**src/rtl/spram_share_arbiter.sv**
```systemverilog
// Shares one single-port registered-input RAM between requesters A and B, presented as a pseudo dual-port memory.
// Define SPRAM_ARB_FIXED_PRIO_EN for fixed A-over-B priority; the default is round-robin.
module spram_share_arbiter #(
  parameter int ADDR_W = 5,
  parameter int DATA_W = 4
) (
  input  logic              CLOCK_50,
  input  logic              reset,
  input  logic              a_req,
  input  logic              a_we,
  input  logic [ADDR_W-1:0] a_addr,
  input  logic [DATA_W-1:0] a_wdata,
  output logic              a_ack,
  output logic [DATA_W-1:0] a_rdata,
  input  logic              b_req,
  input  logic              b_we,
  input  logic [ADDR_W-1:0] b_addr,
  input  logic [DATA_W-1:0] b_wdata,
  output logic              b_ack,
  output logic [DATA_W-1:0] b_rdata,
  output logic [ADDR_W-1:0] ram_address,
  output logic [DATA_W-1:0] ram_data,
  output logic              ram_wren,
  input  logic [DATA_W-1:0] ram_q,
  output logic              busy
);

  typedef enum logic [1:0] {S_IDLE, S_ISSUE, S_CAPTURE, S_ACK} state_t;

  state_t              state_q;
  logic                owner_q;   // 0 = A, 1 = B
  logic                we_q;
  logic                a_ack_q, b_ack_q;
  logic [DATA_W-1:0]   a_rdata_q, b_rdata_q;
  logic [ADDR_W-1:0]   ram_address_q;
  logic [DATA_W-1:0]   ram_data_q;
  logic                ram_wren_q;
`ifndef SPRAM_ARB_FIXED_PRIO_EN
  logic                last_grant_q;  // 0 = A, 1 = B
`endif

  logic                grant_b_d;
  logic                win_we_d;
  logic [ADDR_W-1:0]   win_addr_d;
  logic [DATA_W-1:0]   win_wdata_d;

  always_comb begin
`ifdef SPRAM_ARB_FIXED_PRIO_EN
    grant_b_d = b_req & ~a_req;
`else
    // On a tie B wins only if A was granted last.
    grant_b_d = b_req & (~a_req | ~last_grant_q);
`endif
    win_we_d    = grant_b_d ? b_we    : a_we;
    win_addr_d  = grant_b_d ? b_addr  : a_addr;
    win_wdata_d = grant_b_d ? b_wdata : a_wdata;
  end

  always_ff @(posedge CLOCK_50) begin
    if (reset) begin
      state_q       <= S_IDLE;
      owner_q       <= 1'b0;
      we_q          <= 1'b0;
      a_ack_q       <= 1'b0;
      b_ack_q       <= 1'b0;
      a_rdata_q     <= '0;
      b_rdata_q     <= '0;
      ram_address_q <= '0;
      ram_data_q    <= '0;
      ram_wren_q    <= 1'b0;
`ifndef SPRAM_ARB_FIXED_PRIO_EN
      last_grant_q  <= 1'b1;
`endif
    end else begin
      // NOTE: acks default low here so each one is a single-cycle pulse set only on entry to S_ACK.
      a_ack_q <= 1'b0;
      b_ack_q <= 1'b0;
      case (state_q)
        S_IDLE: begin
          if (a_req || b_req) begin
            ram_address_q <= win_addr_d;
            ram_data_q    <= win_wdata_d;
            ram_wren_q    <= win_we_d;
            owner_q       <= grant_b_d;
            we_q          <= win_we_d;
`ifndef SPRAM_ARB_FIXED_PRIO_EN
            last_grant_q  <= grant_b_d;
`endif
            state_q       <= S_ISSUE;
          end
        end
        S_ISSUE: begin
          ram_wren_q <= 1'b0;
          if (we_q) begin
            a_ack_q <= ~owner_q;
            b_ack_q <= owner_q;
            state_q <= S_ACK;
          end else begin
            state_q <= S_CAPTURE;
          end
        end
        S_CAPTURE: begin
          if (owner_q) b_rdata_q <= ram_q;
          else         a_rdata_q <= ram_q;
          a_ack_q <= ~owner_q;
          b_ack_q <= owner_q;
          state_q <= S_ACK;
        end
        S_ACK:   state_q <= S_IDLE;
        default: state_q <= S_IDLE;
      endcase
    end
  end

  assign a_ack       = a_ack_q;
  assign b_ack       = b_ack_q;
  assign a_rdata     = a_rdata_q;
  assign b_rdata     = b_rdata_q;
  assign ram_address = ram_address_q;
  assign ram_data    = ram_data_q;
  assign ram_wren    = ram_wren_q;
  assign busy        = (state_q != S_IDLE);

endmodule

```
**config.mk**
```make
export PLATFORM = sky130hd
export DESIGN_NAME = spram_share_arbiter
export DESIGN_NICKNAME = d
export VERILOG_FILES = /design/src/rtl/spram_share_arbiter.sv
export SDC_FILE = /design/constraint.sdc
export NUM_CORES = 1
export LEC_CHECK = 0
export CAP_MARGIN = 0
export CORE_MARGIN = 4
export CORE_UTILIZATION = 45
export DETAILED_ROUTE_END_ITERATION = 10
export HOLD_SLACK_MARGIN = 0.15
export PLACE_DENSITY_LB_ADDON = 0.25
export SYNTH_ARGS = -nofsm -noshare
export SYNTH_HDL_FRONTEND = slang
export SYNTH_SLANG_ARGS = --single-unit
```
**constraint.sdc**
```tcl
create_clock -name CLOCK_50 -period 4.4 [get_ports CLOCK_50]
set_clock_uncertainty 0.15 [all_clocks]
set_input_delay 0.44 -clock CLOCK_50 [delete_from_list [all_inputs] [get_ports CLOCK_50]]
set_output_delay 0.44 -clock CLOCK_50 [all_outputs]
set_load 0.02 [all_outputs]
```
## Yosys cells after proc, flatten, opt, wreduce, memory -nomap -nowiden

Cells that the tools add are included.
W data, S select, Z words.

| operators by class | value |
|---|---|
| equal/unequal tests | 4 |
| multiplexer cells | 12 |
| bitwise logic cells | 5 |
| reductions and logical operators | 8 |

Operators with widths:

| operator | count |
|---|---|
| $pmux W2 S4 | 1 |
| $reduce_and A2 Y1 | 4 |
| $pmux W1 S2 | 3 |
| $mux W1 | 5 |
| $mux W5 | 1 |
| $eq A2 B2 Y1 const B | 2 |
| $mux W4 | 1 |
| $reduce_bool A2 Y1 | 2 |
| $not A1 Y1 | 3 |
| $eq A2 B1 Y1 const B | 1 |
| $logic_not A2 Y1 | 1 |
| $mux W2 | 1 |
| $ne A2 B2 Y1 const B | 1 |
| $and A1 B1 Y1 | 1 |
| $logic_or A1 B1 Y1 | 1 |
| $or A1 B1 Y1 | 1 |

| storage, ports and cells | value |
|---|---|
| flip-flop bits (word level) | 25 |
| bits of input ports | 28 |
| output and inout bits | 21 |
| word-level logic and storage cells | 40 |

## Depth between registers and ports, before layout

| depth | value |
|---|---|
| depth after elaboration | 6 |
| depth in mapped cells | 6 |
| gate-level depth less buffers | 5 |

## Worst setup path after synthesis

Ideal clock, no wire load.

| timing | value |
|---|---|
| path kind | reg-to-reg |
| start | register state_q[1] |
| end | register state_q[0] |
| library setup time | 136 ps |
| arrival time | 1233 ps |
| required time | 4114 ps |
| path slack | 2881 ps |
| stages on the path, launching flop included | 6 |
| path buffers | 0 |
| clock period less this slack | 1519 ps |
| cell sequence | dfxtp_1 -> inv_1 -> ha_1 -> nor3b_2 -> a2111oi_0 -> a211oi_1 |

| between the ends | value |
|---|---|
| longest elaborated chain between the ends | 2 |
| elaborated cells between the ends (all ways) | 6 |
| those cells by class | 4 x eq/ne; 1 x mux; 1 x reduce/logical |

RTL lines:

| item | line | text |
|---|---|---|
| start: declaration | 30 | `state_t state_q;` |
| start signal: assignment | 61 | `state_q <= S_IDLE;` |
| start signal: assignment | 89 | `state_q <= S_ISSUE;` |
| start signal: assignment | 97 | `state_q <= S_ACK;` |
| $eq A2 B2 Y1 (tied with other cells) | 78 | `case (state_q)` |
| $pmux W2 S4 or $ne A2 B2 Y1 (tied branches) | - |  |

Several ways; a longest one is shown, not always the timed one.
A chain may end at the register's enable or synchronous reset.

## Worst setup path after layout

| timing | value |
|---|---|
| start | register state_q[1] |
| end | output port busy |

| between the ends | value |
|---|---|
| longest elaborated chain between the ends | 1 |

RTL lines:

| item | line | text |
|---|---|---|
| $reduce_bool A2 Y1 | 122 | `assign busy = (state_q != S_IDLE);` |
| end: declaration | 25 | `output logic busy` |

Every way passes these cells.

==> results.yml <==
logic_synthesis:
  synth_seq_cells: 25
  yosysWarnings: 0
  ys_types: 30
  synth.most_common_cell: "dfxtp_1"
  synthTopCellsByArea: "dfxtp_1 42%, a311oi_2 11%, nand2_1 7.6%"
  synth_area_sq_um: 1180
  synth_area_per_cell_sq_um: 9.19
  synth.top_cell.area_share: 0.422
  synthFlopType: "dfxtp_1"
  async_flop_share: 0
  syn_nets: 161
  yosysTopAreaCell: "dfxtp_1"
  synth_edf_count: 0
  synth.top_cells.by_count: "25 x dfxtp_1, 24 x nand2_1, 12 x nor2_1"
  yosysSeqAreaShare: 0.422
  postSynthCellCount: 129
setup_path:
  timing.rr.end: "ram_wren"
  max_stage_delay_ns: 0.60
  critPathBufInv: 3
  path_delay_family: "buffers and inverters"
  crit_arrival_ns: 1.76
  cp-start-kind: "register"
  cp_slowest_cell: "clkdlybuf4s50_1"
  crit_chain: "inv_1 > ha_1 > inv_1 > clkdlybuf4s50_1"
  r2r_cells: 5
  required_ns: 3.81
  critPathKind: "register to output pin"
  r2r_start: "state_q[0]"
  cp_max_fo: 7
  cp_common_cell: "inv_1"
  critPathCaptureType: "output pin"
  reg2reg_slack_ns: 2.53
cts:
  cts_max_path_buffers: 2
  cts_num_sinks: 25
  cts_max_level: 1
  worstSkewPairLatency_ns: 0.32
  post_cts_buffers: 0
  cts_buffers: 3
  cts_resized: 0
  cts_root_buf: "clkbuf_4"
  clkTransAtPathRegs_ns: 0.14
  cts_tree: "built"
  ctsHoldBuffers: 0
layout:
  antennaDiodeCount: 0
  area_growth_pct: 41.4
  design_area_sq_um: 1680
  fillers: 209
  seqCellArea_sq_um: 500
  multi_input_area_sq_um: 612
  fin_util: 0.670
  fin_nets: 206
  drive_above_1_share: 0.156
sta:
  period_minus_slack_ns: 2.35
  slew_violations: 0
  tns_ns: 0
  period_share: 0.534
  hold_viol_final: 0
  setup_viol_count_final: 0
  rsz0062_at_grt: "no"
  fmax_mhz: 426
  worstMarginPinSlew_ns: 1.05
  relSlewSlack: 0.296
die:
  die-area_sq_um: 3520
  dieHeight_um: 59.3
  initial_core_util: 0.474
  rows: 18
  dieWidth_um: 59.3
  core_area_sq_um: 2500
  ios: 49
placement:
  port_buffers: 48
  placed_area_sq_um: 1650
  place_congestion: 0.792
  hpwl_um: 2150
power_and_ir_drop:
  p_per_area_nw_per_um2: 527
  ir_worst_vdd_v: 0.000438
  p_leak_nw: 0.596
global_route:
  grt_antenna_before_repair: 0
  grt.overflow.total: 0
  grt_pass1_wl_um: 4350
  grt_max_degree: 26
  grt_use_total: 0.160
  grt_pass1_vias: 1051
routing:
  drc_errors: 0
  vias_per_cell: 5.23
  wire_per_inst_um: 13.3
  num_vias: 1061
  first_pass_iters: 4
  routed_wl_um: 2700
  ant_nets: 0
  drt-initial-drc-count: 26
run:
  maxCapViolCount: 0
run_status:
  status: "finished clean"
worst_hold_path:
  worst_hold_path_type: "register to register"
  hp-start: "b_rdata[3]"
  holdPathStages: 2
  holdPathEnd: "b_rdata[3]"
-- metal layers --
metal	track usage	wire, um	part of all wire	vias up
met1	0.179	1060	0.39	480
met3	0.0479	196	0.072	6
met4	0.0550	35	0.013	0
met5	0	0	0	-
met2	0.285	1410	0.52	38
li1	-	-	-	537
-- state kept, by name (all words and copies together) (netlist names) --
register / flops
ram_address: 5
a_rdata: 4
b_rdata: 4
ram_data: 4
state_q: 2
a_ack: 1
b_ack: 1
last_grant_q: 1
owner_q: 1
ram_wren: 1
we_q: 1
-- how the worst max path moves through the flow --
stage                          start         end  depth (start not counted)
after floorplan           state_q[1]  state_q[0]                          5
after global routing      state_q[1]        busy                          4
after detailed placement       b_req    ram_wren                          4
after CTS                 state_q[0]        busy                          4
after global placement         b_req    ram_wren                          4
final                     state_q[1]        busy                          4
-- final cells by class --
cell class / instances / area share
Clock buffer: 3 / 0.0134
Clock inverter: 1 / 0.00448
Inverter: 4 / 0.00896
Multi-Input combinational cell: 92 / 0.365
Sequential cell: 25 / 0.299
Tap cell: 30 / 0.0224
Timing Repair Buffer: 48 / 0.287
-- where the power goes --
part	total [mW]	switching (mW)	leakage [nW]	internal, mW
clock network	0.105	0.0701	0.0139	0.0348
logic	0.455	0.247	0.377	0.208
registers	0.323	0.0378	0.205	0.285
total	0.882	0.355	0.596	0.527
-- logic make-up (layout without fill, tap and decap cells) --
logic type | after synthesis | count (layout) | synth area share
muxes | 1 | 1 | 0.00845
buffers and inverters | 12 | 56 | 0.0612
DFF | 25 | 25 | 0.422
adders and majority gates | 4 | 4 | 0.0422
AOI/OAI and AO/OA | 32 | 32 | 0.245
and+or+nand+nor | 55 | 55 | 0.221
-- worst min-delay path, delay by kind of cell (launching register included) --
family | cells | cell delay (ns)
AOI/OAI and AO/OA | 1 | 0.05
and+or+nand+nor | 1 | 0.05
DFF | 1 | 0.34
-- through the flow --
stage / instances / hold slack (ns) / total power [mW] / setup WS, ns
floorplan: 129 / 0.339 / 0.640 / 2.88
global placement: 199 / 0.294 / 0.769 / 2.07
detailed placement: 199 / 0.301 / 0.787 / 1.99
CTS: 203 / 0.320 / 0.895 / 2.03
global route: 203 / 0.337 / 0.946 / 1.95
finish: 203 / 0.317 / 0.882 / 2.05
-- cell usage in the layout, fill, tap and decap left out --
master	n
a21boi_2	1
nand3_1	4
a31oi_1	1
o21ai_0	2
clkinvlp_4	1
nand2_2	9
o21a_2	1
nand2b_1	1
a2111oi_0	1
inv_1	4
a22oi_1	1
nor3b_2	1
o21bai_1	1
a211oi_1	2
nor2b_1	1
mux2i_1	1
clkbuf_4	3
nor4b_1	1
nand2_1	24
dfxtp_1	25
a21bo_1	1
nor2_1	12
a311oi_2	9
clkdlybuf4s50_1	48
a221oi_2	1
nor4bb_1	1
ha_1	4
or2_2	1
a21oi_1	11
(Power assumes the default switching activity.)
